==> src/rtl/mul_sequencer_pkg.sv <==
// -----------------------------------------------------------------------------
// mul_sequencer_pkg
// Shared MIPS-core definitions used by the multi-cycle multiplier sequencer:
//   - default operand width of the integer datapath
//   - ALUControl code that selects MUL in the EX stage
//   - primary opcode / R-type funct constants of the decoder
//   - state encoding of the multiplier sequencer FSM
// -----------------------------------------------------------------------------
package mul_sequencer_pkg;

    // Integer datapath width of the core.
    localparam int MUL_WIDTH = 32;

    // ALUControl encodings (EX stage).
    localparam logic [2:0] ALU_AND = 3'b000;
    localparam logic [2:0] ALU_OR  = 3'b001;
    localparam logic [2:0] ALU_ADD = 3'b010;
    localparam logic [2:0] ALU_SUB = 3'b110;
    localparam logic [2:0] ALU_SLT = 3'b111;
    localparam logic [2:0] ALU_MUL = 3'b101;

    // Primary opcodes.
    localparam logic [5:0] OP_RTYPE = 6'h00;
    localparam logic [5:0] OP_J     = 6'h02;
    localparam logic [5:0] OP_BEQ   = 6'h04;
    localparam logic [5:0] OP_ADDI  = 6'h08;
    localparam logic [5:0] OP_LW    = 6'h23;
    localparam logic [5:0] OP_SW    = 6'h2b;

    // R-type funct field values.
    localparam logic [5:0] FUNCT_MUL = 6'h18;
    localparam logic [5:0] FUNCT_ADD = 6'h20;
    localparam logic [5:0] FUNCT_SUB = 6'h22;
    localparam logic [5:0] FUNCT_AND = 6'h24;
    localparam logic [5:0] FUNCT_OR  = 6'h25;
    localparam logic [5:0] FUNCT_SLT = 6'h2a;

    // Multiplier sequencer states.
    typedef enum logic [1:0] {
        MUL_IDLE = 2'd0,
        MUL_RUN  = 2'd1,
        MUL_DONE = 2'd2
    } mul_state_t;

    // True when the EX-stage ALUControl requests a multiply.
    function automatic logic is_mul(input logic [2:0] alu_control);
        return alu_control == ALU_MUL;
    endfunction

endpackage

==> src/rtl/mul_shift_add_dp.sv <==
// -----------------------------------------------------------------------------
// mul_shift_add_dp
// Radix-2 shift-add multiplier datapath. Holds the latched multiplicand and
// multiplier, the 2*WIDTH accumulator, and the result registers presented to
// the pipeline. Sequencing (when to load, step and capture) comes from the FSM
// in mul_sequencer.
//
// Ports:
//   clk        clock, all state on rising edge
//   srst       synchronous active-high reset, clears every register
//   load       latch src_a/src_b, clear accumulator
//   step       perform one shift-add iteration
//   capture    on the final iteration, copy the finished accumulator value
//              into product/product_hi
//   src_a      multiplicand
//   src_b      multiplier
//   product    low word of the last completed product
//   product_hi high word (unsigned) of the last completed product
// -----------------------------------------------------------------------------
module mul_shift_add_dp
    #(
        parameter int WIDTH = 32
    )
    (
        input  logic             clk,
        input  logic             srst,
        input  logic             load,
        input  logic             step,
        input  logic             capture,
        input  logic [WIDTH-1:0] src_a,
        input  logic [WIDTH-1:0] src_b,
        output logic [WIDTH-1:0] product,
        output logic [WIDTH-1:0] product_hi
    );

    logic [WIDTH-1:0]   mcand_reg;
    logic [WIDTH-1:0]   mplier_reg;
    logic [2*WIDTH-1:0] acc_reg;
    logic [WIDTH-1:0]   product_reg;
    logic [WIDTH-1:0]   product_hi_reg;

    logic [WIDTH-1:0]   addend;
    logic [WIDTH:0]     sum;
    logic [2*WIDTH-1:0] acc_next;

    // Partial product for this iteration: multiplicand gated by the current
    // multiplier LSB.
    generate
        for (genvar gi = 0; gi < WIDTH; gi++) begin : g_addend
            assign addend[gi] = mcand_reg[gi] & mplier_reg[0];
        end
    endgenerate

    // The add keeps its carry (WIDTH+1 bits); the carry becomes the new MSB
    // after the right shift, so nothing is lost across iterations.
    always_comb begin
        sum      = {1'b0, acc_reg[2*WIDTH-1:WIDTH]} + {1'b0, addend};
        acc_next = {sum, acc_reg[WIDTH-1:1]};
    end

    always_ff @(posedge clk) begin
        if (srst) begin
            mcand_reg  <= '0;
            mplier_reg <= '0;
            acc_reg    <= '0;
        end else if (load) begin
            mcand_reg  <= src_a;
            mplier_reg <= src_b;
            acc_reg    <= '0;
        end else if (step) begin
            acc_reg    <= acc_next;
            mplier_reg <= mplier_reg >> 1;
        end
    end

    // Result registers only move on a completed operation, so an aborted
    // multiply leaves the previous result visible.
    always_ff @(posedge clk) begin
        if (srst) begin
            product_reg    <= '0;
            product_hi_reg <= '0;
        end else if (capture) begin
            product_reg    <= acc_next[WIDTH-1:0];
            product_hi_reg <= acc_next[2*WIDTH-1:WIDTH];
        end
    end

    assign product    = product_reg;
    assign product_hi = product_hi_reg;

endmodule

==> src/rtl/mul_sequencer.sv <==
// -----------------------------------------------------------------------------
// mul_sequencer
// Multi-cycle MUL unit for the EX stage of a 5-stage MIPS pipeline. A start
// request latches the operands and runs CYCLES shift-add iterations while
// stalling the front of the pipeline; the result is presented with a one-cycle
// Done pulse during which the pipeline is released to capture it.
//
// Ports:
//   CLK        clock, all state on rising edge
//   RST        synchronous active-high reset (priority over everything)
//   Start      EX-stage instruction is MUL
//   SrcA       multiplicand, sampled only when a start is accepted
//   SrcB       multiplier, sampled only when a start is accepted
//   Flush      abort any operation in progress; also blocks a start
//   Stall      freeze IF/ID/EX while high (combinational)
//   Done       one-cycle pulse, Product/ProductHi valid
//   Product    low word of SrcA*SrcB
//   ProductHi  unsigned high word of SrcA*SrcB
// -----------------------------------------------------------------------------
module mul_sequencer
    import mul_sequencer_pkg::*;
    #(
        parameter int WIDTH  = MUL_WIDTH,
        parameter int CYCLES = WIDTH
    )
    (
        input  logic             CLK,
        input  logic             RST,
        input  logic             Start,
        input  logic [WIDTH-1:0] SrcA,
        input  logic [WIDTH-1:0] SrcB,
        input  logic             Flush,
        output logic             Stall,
        output logic             Done,
        output logic [WIDTH-1:0] Product,
        output logic [WIDTH-1:0] ProductHi
    );

    // Counter only needs to reach CYCLES-1.
    localparam int CNT_W = (CYCLES > 1) ? $clog2(CYCLES) : 1;
    localparam logic [CNT_W-1:0] CNT_LAST = CNT_W'(CYCLES - 1);

    mul_state_t       state_reg;
    mul_state_t       state_next;
    logic [CNT_W-1:0] count_reg;
    logic [CNT_W-1:0] count_next;

    logic             load;
    logic             step;
    logic             capture;
    logic             stall;
    logic             accept;

    // A start is taken only when Flush is low; Flush always wins.
    assign accept = Start & ~Flush;

    // -------------------------------------------------------------------------
    // State and iteration counter registers
    // -------------------------------------------------------------------------
    always_ff @(posedge CLK) begin
        if (RST) begin
            state_reg <= MUL_IDLE;
            count_reg <= '0;
        end else begin
            state_reg <= state_next;
            count_reg <= count_next;
        end
    end

    // -------------------------------------------------------------------------
    // Next-state and control
    // -------------------------------------------------------------------------
    always_comb begin
        state_next = state_reg;
        count_next = count_reg;
        load       = 1'b0;
        step       = 1'b0;
        capture    = 1'b0;
        stall      = 1'b0;

        unique case (state_reg)
            MUL_IDLE: begin
                // Stall is raised in the same cycle the MUL reaches EX so the
                // instruction is held there from its very first cycle.
                if (accept) begin
                    stall      = 1'b1;
                    load       = 1'b1;
                    count_next = '0;
                    state_next = MUL_RUN;
                end
            end

            MUL_RUN: begin
                // Start is deliberately ignored here: operands stay latched.
                stall = 1'b1;
                step  = 1'b1;
                if (Flush) begin
                    count_next = '0;
                    state_next = MUL_IDLE;
                end else if (count_reg == CNT_LAST) begin
                    capture    = 1'b1;
                    count_next = '0;
                    state_next = MUL_DONE;
                end else begin
                    count_next = count_reg + 1'b1;
                end
            end

            MUL_DONE: begin
                // Stall stays low so the pipeline advances and picks up the
                // result; a following MUL may be accepted straight away.
                if (accept) begin
                    load       = 1'b1;
                    count_next = '0;
                    state_next = MUL_RUN;
                end else begin
                    state_next = MUL_IDLE;
                end
            end

            default: begin
                count_next = '0;
                state_next = MUL_IDLE;
            end
        endcase
    end

    // -------------------------------------------------------------------------
    // Shift-add datapath
    // -------------------------------------------------------------------------
    mul_shift_add_dp #(
        .WIDTH (WIDTH)
    ) u_dp (
        .clk        (CLK),
        .srst       (RST),
        .load       (load),
        .step       (step),
        .capture    (capture),
        .src_a      (SrcA),
        .src_b      (SrcB),
        .product    (Product),
        .product_hi (ProductHi)
    );

    assign Stall = stall;
    assign Done  = (state_reg == MUL_DONE);

endmodule

==> config.mk <==
export PLATFORM = sky130hd
export DESIGN_NAME = mul_sequencer
export DESIGN_NICKNAME = d
export VERILOG_FILES = /design/src/rtl/mul_sequencer_pkg.sv /design/src/rtl/mul_shift_add_dp.sv /design/src/rtl/mul_sequencer.sv
export SDC_FILE = /design/constraint.sdc
export NUM_CORES = 1
export LEC_CHECK = 0
export ABC_AREA = 1
export CORE_MARGIN = 2
export CORE_UTILIZATION = 40
export CTS_CLUSTER_DIAMETER = 200
export DETAILED_ROUTE_END_ITERATION = 10
export PLACE_DENSITY_LB_ADDON = 0.1
export SYNTH_ARGS = -nofsm -noshare
export SYNTH_HDL_FRONTEND = slang
export SYNTH_SLANG_ARGS = --single-unit
==> constraint.sdc <==
create_clock -name CLK -period 4 [get_ports CLK]
set_input_delay 0.8 -clock CLK [delete_from_list [all_inputs] [get_ports CLK]]
set_output_delay 0.8 -clock CLK [all_outputs]
set_load 0.03 [all_outputs]
======== Yosys cells after proc, flatten, opt, wreduce, memory -nomap -nowiden ========
Index checks and enable logic that the tools add are counted.
storage, ports and cells
  flip-flop bits (word level) ............. 199
  bits of input ports ..................... 68
cells by class
  add/subtract/negate cells ............... 2
  equality and inequality tests ........... 6
  muxes and demuxes ....................... 18
  bitwise gates (word level) .............. 34
  reduce and logical (&&, ||, !) cells .... 5
operators by type and width
  kind                   count
  $mux W32               2
  $add A32 B32 Y33       1
  $and A1 B1 Y1          33
  $mux W5                3
  $pmux W5 S2            1
  $mux W1                7
  $mux W2                3
  $pmux W2 S3            1
  $add A5 B1 Y5 const B  1
  $eq A5 B5 Y1 const B   1
  $reduce_or A2 Y1       2
  $ne A3 B3 Y1 const B   1
  $eq A2 B1 Y1 const B   1
  $eq A2 B2 Y1 const B   1
  $logic_not A2 Y1       1
  $ne A2 B1 Y1 const B   1
  $ne A2 B2 Y1 const B   1
  $pmux W1 S2            1
  $reduce_and A2 Y1      1
  $reduce_bool A2 Y1     1
  $not A1 Y1             1

======== Logic depth before layout (Yosys ltp) ========
  word-level depth ........................ 5
  mapped depth ............................ 17
  mapped depth without buffers ............ 15

======== Cells and area by module ========
A second synthesis with hierarchy kept.
unflattened totals
  cells, all modules ...................... 1,538
  area total of the unflattened synthesis .. 10,058.4 um^2
by module, submodules not included
  module            times used  cells an instance  area an instance (um^2)  sequential area each (um^2)
  mul_shift_add_dp  1           1,479              9,670.5                  3,823.7
  mul_sequencer     1           59                 387.9                    140.1

======== Worst setup path after synthesis ========
OpenSTA, ideal clock, no wires.
  kind .................................... input port to output port
  from .................................... in Start
  to ...................................... out Stall
  arrival ................................. 1,450 ps
  data required time ...................... 3,200 ps
  setup slack ............................. 1,750 ps
  stages .................................. 4
  path buffers ............................ 0
  cell sequence ........................... inv_1 > nor2_1 > nor2_1 > nor2_1
on the way
  cells in the longest elaborated chain, start to end .. 3
RTL lines
  element          line                 RTL
  start, declared  mul_sequencer.sv:29  input logic Start,
  $and A1 B1 Y1    mul_sequencer.sv:55  assign accept = Start & ~Flush;
  $mux W1          mul_sequencer.sv:85  if (accept) begin
  $pmux W1 S2      mul_sequencer.sv:81  unique case (state_reg)
  end, declared    mul_sequencer.sv:33  output logic Stall,
Every way passes these cells.

======== Worst setup path after layout ========
  from .................................... in Flush
  to ...................................... out Stall
on the way
  cells in the longest elaborated chain, start to end .. 4
RTL lines
  element          line                 RTL
  start, declared  mul_sequencer.sv:32  input logic Flush,
  $not A1 Y1       mul_sequencer.sv:55
  $and A1 B1 Y1    mul_sequencer.sv:55
  $mux W1          mul_sequencer.sv:85
  $pmux W1 S2      mul_sequencer.sv:81
Every way passes these cells.

==> metrics <==
CTS sink count=198; Peak VDD IR=0.0003440 V; Critical Path Source Type=primary input; dpl hpwl=18.58 mm; CP Max Fanout=8; Tmin final=3.266 ns; Clk pin slew, worst setup/hold paths=0.09 ns; Clock Skews=0.01462 ns; placed standard-cell area=11540 um2; CTS Hold Bufs=0; setup bufs post-CTS=0; RSZ-0062 raised after global routing=no; DRT Pass-1 Iters=7; Critical path origin=Flush; Arr. time, crit path=2.47 ns; Clk Latency, worst-skew pair=0.44 ns; Slew Limit Fails=0; Initial Utilization=40.97%; Syn. warnings=0; synth top area cells=dfxtp_1 40%, nand2_1 19%, nor2_1 8.5%, inv_1 8.0%, a21oi_1 4.5%; Post-route DRC=0; Yosys top cell area share=39.55%; Post-Layout Cell Count=1988; Reg-to-Reg End=u_dp.product_hi[31]$_SDFFE_PP0P_; via count=9373; final hold violation count=0; crit end category=output port; static leakage=5.746 nW; Post-synth EDFFs=0; first-pass GRT wire length=43.42 mm; Final Instance Area=12200 um2; post-synthesis register bit count=198; setup TNS=0 ns; fin crit share=81.64%; Crit path required time=3.20 ns; pin count of the biggest net entering global routing=73; flop2flop setup slack=1.12 ns; core area=24460 um2; Slew headroom=20.67%; Vias/cell=4.715; Max Freq=306.2 MHz; Async S/R FF share, synth=0%; # diodes=0; post-cts resize count=0; TritonCTS clock tree=yes; Final Hold Slack=0.4682 ns; most numerous cell in the Yosys netlist=nand2_1; Least-Margin Pin Slew=1.190 ns; GRT overflow=0; kind of critical path=primary input to output port; Initial DRC Count=519; Cell Rows=57; Die H=162.3 um; # H-tree levels=4; sequential element share of the synthesized area=39.55%; Pwr per Cell Area=349.8 nW/um2; crit path capture=Stall; Area Overhead vs Synth=21.75%; count of final setup violators=0; Mapped Nets=1657; IO Pins=134; fin nets=1754; synthesized cell area=10020 um2; count of placed standard cells including taps=1956; die area=26340 um2; Post-DRT Antenna Nets=0; reg2reg path depth=14; max-capacitance violation count=0; main flop type after synthesis=dfxtp_1; commonest cells in the netlist=515 x nand2_1, 226 x nor2_1, 213 x inv_1; Routed WL=26.27 mm; gp weighted congestion=0.8818; Crit Reg-Reg Startpoint=u_dp.mplier_reg[0]$_SDFFE_PP0P_; clock root cell=clkbuf_16; PortBufs=133; Wirelength per Cell=13.22 um; CTS Buf Count=17; cell taking the most area after synthesis=dfxtp_1; max reg flops=63; Clock Tree Buf Depth=2; layout cell share with drive strength beyond 1=3.846%; min-delay worst type=flip-flop to flip-flop; Die Width=162.3 um; filler instances=2547; All-Layer GR Usage=20.31%; vias in the first global route=8832; antenna violations before repair=1; cells after synthesis=1554; post-synthesis area per instance=6.450 um2; status=finished clean; Synth cell types=31
==> per-layer routing <==
layer  vias up  wire length [um]  global-route usage (%)
li1       4972                 -                       -
met1      4188             13240                   28.22
met2       187             11370                   32.59
met3        24              1329                   4.290
met4         2               316                   4.264
met5         -                13                       0
==> worst max-delay path, stage by stage <==
cell,delay (ns)
clkdlybuf4s50_1,0.54
nor2_1,0.09
nor2_1,0.36
nor2_1,0.08
clkdlybuf4s50_1,0.60
==> layout make-up <==
class	count	area, um2	area share, %
clock buffer	17	425.4	3.486
clock inverter	15	235.2	1.928
inverter	216	810.8	6.644
multi-input combinational	1073	4931	40.41
sequential	198	3964	32.48
tap	324	405.4	3.322
timing repair buffer	145	1431	11.73
==> per-stage QoR <==
stage / total power [mW] / setup slack [ns] / utilization [%]
after floorplan: 2.298 / 1.750 / -
after global placement: 2.433 / 0.7640 / 47.18
after detailed placement: 2.434 / 0.7318 / 47.18
after CTS: 4.321 / 0.7351 / 49.88
after global routing: 4.450 / 0.6791 / 49.88
final: 4.269 / 0.7344 / 49.88
==> logic make-up (layout without fill, tap and decap cells) <==
logic type               Yosys count  in the layout  share of synthesized area [%]
AND/OR/NAND/NOR                  828            828                          32.99
XOR/XNOR                          15             15                          1.311
buffers and inverters            283            393                          11.28
AO/OA/AOI/OAI                    195            195                          10.42
flip-flops                       198            198                          39.55
adder cells (fa/ha/maj)           35             35                          4.444
==> power breakdown <==
group / internal [mW] / switching (mW)
combinational: 0.138 / 0.198
sequential: 2.02 / 0.0307
clock: 0.943 / 0.941
total: 3.10 / 1.17
==> how the worst min path moves through the flow <==
stage                                    startpoint                               to  cells past startpoint
global placement    u_dp.mcand_reg[31]$_SDFFE_PP0P_  u_dp.mcand_reg[31]$_SDFFE_PP0P_                      2
CTS                   u_dp.acc_reg[26]$_SDFFE_PP0P_    u_dp.acc_reg[25]$_SDFFE_PP0P_                      2
global route        u_dp.mcand_reg[31]$_SDFFE_PP0P_  u_dp.mcand_reg[31]$_SDFFE_PP0P_                      2
detailed placement  u_dp.mcand_reg[12]$_SDFFE_PP0P_  u_dp.mcand_reg[12]$_SDFFE_PP0P_                      2
floorplan              u_dp.acc_reg[1]$_SDFFE_PP0P_     u_dp.acc_reg[1]$_SDFFE_PP0P_                      2
finish              u_dp.mcand_reg[12]$_SDFFE_PP0P_  u_dp.mcand_reg[12]$_SDFFE_PP0P_                      2
==> cells in the final DEF (no fill, tap or decap), drive strengths merged, types with 31 or more instances in the layout <==
cell / netlist / layout
inv: 216 / 225
a21oi: 91 / 91
clkdlybuf4s50: 0 / 132
a31oi: 31 / 31
ha: 34 / 34
nand2: 516 / 516
dfxtp: 198 / 198
nand3: 69 / 69
nor2: 228 / 228
o21ai: 61 / 61
No activity file was read; power rests on OpenSTA's default activity.
